`src/rtl/fifo_drain_pacer.sv`:
```
`timescale 1ns/1ps
// fifo_drain_pacer: pops one FIFO word per detected rising edge of tick_clk.
// Build option: define PACER_STATS_EN to add saturating pop_count / miss_count outputs.
module fifo_drain_pacer #(
    parameter int DATA_W = 8,
    parameter int RD_LAT = 1
) (
    input  logic              clk_in,
    input  logic              reset_n,
    input  logic              tick_clk,
    input  logic              enable,
    input  logic              fifo_empty,
    input  logic [DATA_W-1:0] fifo_rd_data,
    output logic              fifo_rd_en,
    output logic [DATA_W-1:0] data_out,
    output logic              data_valid,
    output logic              busy
`ifdef PACER_STATS_EN
    ,
    output logic [15:0]       pop_count,
    output logic [15:0]       miss_count
`endif
);

    typedef enum logic [1:0] {IDLE, READ, WAIT, CAPTURE} state_t;

    // Extra WAIT cycles beyond READ so CAPTURE lands exactly when read data is valid.
    localparam logic [1:0] WAIT_INIT = (RD_LAT > 1) ? 2'(RD_LAT - 2) : 2'd0;

    state_t     state;
    logic [1:0] wait_cnt;
    logic       tick_meta;
    logic       tick_sync;
    logic       tick_prev;
    logic [2:0] hist_fill;
    logic       tick_edge;

    // hist_fill suppresses edges until tick_prev holds a genuine post-reset sample,
    // so a tick_clk already high at reset release must first go low.
    always_ff @(posedge clk_in or negedge reset_n) begin
        if (!reset_n) begin
            tick_meta <= 1'b0;
            tick_sync <= 1'b0;
            tick_prev <= 1'b0;
            hist_fill <= 3'b000;
        end else begin
            // NOTE: non-blocking assignments let each stage capture the previous stage's pre-edge value.
            tick_meta <= tick_clk;
            tick_sync <= tick_meta;
            tick_prev <= tick_sync;
            hist_fill <= {hist_fill[1:0], 1'b1};
        end
    end

    assign tick_edge = tick_sync & ~tick_prev & hist_fill[2];

    always_ff @(posedge clk_in or negedge reset_n) begin
        if (!reset_n) begin
            state      <= IDLE;
            wait_cnt   <= 2'd0;
            fifo_rd_en <= 1'b0;
            data_valid <= 1'b0;
            data_out   <= '0;
            busy       <= 1'b0;
        end else begin
            // NOTE: pulse outputs default low here so each state only has to raise them.
            fifo_rd_en <= 1'b0;
            data_valid <= 1'b0;
            case (state)
                IDLE: begin
                    if (tick_edge && enable && !fifo_empty) begin
                        state      <= READ;
                        fifo_rd_en <= 1'b1;
                        busy       <= 1'b1;
                    end
                end
                READ: begin
                    if (RD_LAT == 1) begin
                        state <= CAPTURE;
                    end else begin
                        state    <= WAIT;
                        wait_cnt <= WAIT_INIT;
                    end
                end
                WAIT: begin
                    if (wait_cnt == 2'd0) state <= CAPTURE;
                    else wait_cnt <= wait_cnt - 2'd1;
                end
                CAPTURE: begin
                    data_out   <= fifo_rd_data;
                    data_valid <= 1'b1;
                    state      <= IDLE;
                    busy       <= 1'b0;
                end
                default: begin
                    state <= IDLE;
                    busy  <= 1'b0;
                end
            endcase
        end
    end

`ifdef PACER_STATS_EN
    logic [15:0] pop_cnt;
    logic [15:0] miss_cnt;

    // A miss is an edge that arrives mid-sequence or finds the FIFO empty.
    always_ff @(posedge clk_in or negedge reset_n) begin
        if (!reset_n) begin
            pop_cnt  <= 16'd0;
            miss_cnt <= 16'd0;
        end else begin
            if (state == CAPTURE && pop_cnt != 16'hFFFF) pop_cnt <= pop_cnt + 16'd1;
            if (tick_edge && (state != IDLE || fifo_empty) && miss_cnt != 16'hFFFF)
                miss_cnt <= miss_cnt + 16'd1;
        end
    end

    assign pop_count  = pop_cnt;
    assign miss_count = miss_cnt;
`endif

endmodule

```
`config.mk`:
```
export PLATFORM = sky130hd
export DESIGN_NAME = fifo_drain_pacer
export DESIGN_NICKNAME = d
export VERILOG_FILES = /design/src/rtl/fifo_drain_pacer.sv
export SDC_FILE = /design/constraint.sdc
export NUM_CORES = 1
export LEC_CHECK = 0
export BUFFER_PORTS_ARGS = -buffer_cell sky130_fd_sc_hd__buf_2
export CAP_MARGIN = 10
export CORE_MARGIN = 4
export CORE_UTILIZATION = 52
export DETAILED_ROUTE_END_ITERATION = 16
export PLACE_DENSITY = 0.78
export SKIP_CTS_REPAIR_TIMING = 1
export SYNTH_ARGS = -nofsm -noshare
export SYNTH_HDL_FRONTEND = slang
export SYNTH_SLANG_ARGS = --single-unit
```
`constraint.sdc`:
```
create_clock -name clk_in -period 2 [get_ports clk_in]
set_input_delay 0.2 -clock clk_in [delete_from_list [all_inputs] [get_ports clk_in]]
set_output_delay 0.2 -clock clk_in [all_outputs]
set_load 0.1 [all_outputs]
```
==> impl_metrics.py <==
metrics = {
    "worst_setup_path": {
        "worstSetupPathType": "reg2reg",
        "critPathLaunchType": "register",
        "slowest_delay_ps": 440,
        "rr_startpoint": "state[1]",
        "worstRegToRegCells": 2,
        "cp.required_ps": 2190,
        "slowest_stage": "ha_1",
        "cp_data_arrival_time_ps": 1560,
        "reg2reg_slack_ps": 630,
        "crit_path_end_kind": "register",
        "crit_chain": "ha_1 > mux2_2",
        "critPathTopFamily": "adder cells",
        "worstPathMaxFanout": 10,
        "rr_endpoint": "data_out[7]",
        "crit_buf_inv": 0,
    },
    "floorplanning": {
        "die_x_um": 48.2,
        "ios": 24,
        "row_count": 14,
        "dieArea_um2": 2320,
        "dieHeight_um": 48.2,
        "start_util": 0.556,
        "core_um2": 1510,
    },
    "logic_synthesis": {
        "yosys.area_share.adder": 0.0746,
        "avgSynthCellArea_um2": 15.0,
        "syn-cell-area_um2": 838,
        "ys_seq_elements": 21,
        "ys.warnings.count": 0,
        "synth_cell_types": 20,
        "synth_top_family_by_area": "multiplexers",
        "synth_compound_gate_area_share": 0.0642,
        "yosysSeqAreaShare": 0.627,
        "synth_mux_area_frac": 0.119,
        "syn_nets": 74,
        "yosys.area_share.simple": 0.0582,
        "synth_xor_area_frac": 0.0104,
        "synth_cells": 56,
    },
    "clock_network": {
        "root_buffer": "clkbuf_4",
        "clkLatencyLatePin_ps": 300,
        "clockBufferDepth": 2,
        "htreeDepth": 1,
        "clock-sinks": 21,
        "cts-buffers-inserted": 3,
        "cts_tree": "built",
        "cts.clk_slew.worst_paths_ps": 110,
    },
    "routing": {
        "firstDrtPassIters": 3,
        "antenna_left": 0,
        "wl_per_cell_um": 13.2,
        "via_per_inst": 5.23,
        "drtIter0Drc": 4,
        "routed_wl_mm": 1.31,
        "vias": 518,
        "drc_errors": 0,
    },
    "timing": {
        "fmax_ghz": 0.732,
        "period_share": 0.683,
        "skew_ps": 2.78,
        "fin_tns_setup_ps": 0,
        "whs_ps": 112,
        "slew_violations": 0,
        "setup-violations-final": 0,
        "hold_violations": 0,
        "fin_crit_ps": 1370,
        "rsz0062_at_grt": "false",
    },
    "placed_design": {
        "place_congestion": 0.699,
        "placed_cells": 93,
        "post_dp_cell_area_um2": 957,
        "place_hpwl_mm": 1.01,
        "portBuffers": 23,
    },
    "global_routing": {
        "first_global_vias": 496,
        "grt_pass1_wl_mm": 1.97,
        "grt.total_usage": 0.127,
        "grt-ovfl-total": 0,
        "antenna_found_initial": 0,
        "grt_max_degree": 22,
    },
    "layout": {
        "area_delta_synth_final_pct": 19.9,
        "fin_cells": 99,
        "fin_area_um2": 1000,
        "drive_gt1_frac": 0.422,
        "n_antenna_cell": 0,
        "fillers": 119,
        "fin_nets": 102,
    },
    "worst_hold_path": {
        "hold_path.class": "in2reg",
        "min-delay-start": "fifo_rd_data[0]",
        "holdPathStages": 2,
        "hold_end": "data_out[0]",
    },
    "status": {
        "status": "finished, final reports clean",
    },
    "run": {
        "drv_cap": 0,
    },
}
[final cells by class]
cell class,instances,area (um2),area share
multi-input cells,28,278,0.276
clock inverters,1,5.00,0.00498
flip-flops and latches,21,526,0.523
inverters,5,18.8,0.0187
repair buffers,25,135,0.134
clock buffers,3,22.5,0.0224
well taps,16,20.0,0.0199
[cell usage in the layout, fill, tap and decap left out]
| cell | netlist | routed |
|---|---|---|
| clkinv_2 | 0 | 1 |
| nor2b_4 | 1 | 1 |
| mux2i_1 | 1 | 1 |
| buf_2 | 1 | 23 |
| a31oi_1 | 1 | 1 |
| ha_1 | 5 | 5 |
| and3_1 | 1 | 1 |
| and3b_2 | 1 | 1 |
| dlygate4sd3_1 | 0 | 2 |
| a21boi_2 | 1 | 1 |
| mux2_2 | 4 | 4 |
| dfrtp_1 | 21 | 21 |
| o2bb2ai_1 | 1 | 1 |
| o21ai_0 | 2 | 2 |
| o32ai_1 | 2 | 2 |
| and2b_4 | 1 | 1 |
| mux2_1 | 4 | 4 |
| xnor2_1 | 1 | 1 |
| clkbuf_4 | 0 | 3 |
| inv_1 | 5 | 5 |
| conb_1 | 1 | 1 |
| and3b_1 | 1 | 1 |
[registers in the layout, indices dropped and copies added (netlist names)]
name	flops
tick_prev	1
wait_cnt	2
data_valid	1
tick_sync	1
data_out	8
tick_meta	1
hist_fill	3
state	2
busy	1
fifo_rd_en	1
[Yosys cell counts (all sizes together)]
cell      n  area (um2)
conb      1        3.75
ha        5        62.6
dfrtp    21         526
o32ai     2        17.5
o21ai     2        10.0
mux2i     1        10.0
a21boi    1        11.3
xnor2     1        8.76
nor2b     1        13.8
buf       2        16.3
o2bb2ai   1        8.76
and3b     2        18.8
inv       5        18.8
and2b     1        10.0
and3      1        6.26
mux2      8        90.1
a31oi     1        6.26
[cell families after synthesis]
kind of cell / after synthesis
buf+inv: 7
fa+ha+maj: 5
other cells: 1
compound gates: 7
xor+xnor: 1
flops: 21
mux: 9
simple gates: 5
[how the worst max path moves through the flow]
stage / from / cells past startpoint / endpoint
finish: state[1] / 2 / data_out[7]
global route: state[1] / 2 / data_out[7]
CTS: state[1] / 2 / data_out[7]
detailed placement: state[1] / 2 / data_out[7]
global placement: state[1] / 2 / data_out[4]
floorplan: data_out[0] / 1 / data_out[0]
[per-stage QoR]
| stage | setup WS [ps] | utilization |
|---|---|---|
| 2_1_floorplan | 720 | - |
| 3_3_place_gp | 693 | 0.635 |
| 3_5_place_dp | 629 | 0.635 |
| 4_1_cts | 614 | 0.654 |
| 5_1_grt | 556 | 0.667 |
| 6_report | 634 | 0.667 |
[routing by layer]
| metal | up-vias | GRT usage | wire length (um) |
|---|---|---|---|
| met1 | 251 | 0.123 | 480 |
| li1 | 243 | - | - |
| met5 | - | 0 | 0 |
| met4 | 0 | 0.0645 | 24 |
| met3 | 5 | 0.0332 | 102 |
| met2 | 19 | 0.242 | 700 |
Power is not shown: default switching activity piles up to over one toggle a cycle in this logic, so the estimate is an artifact.
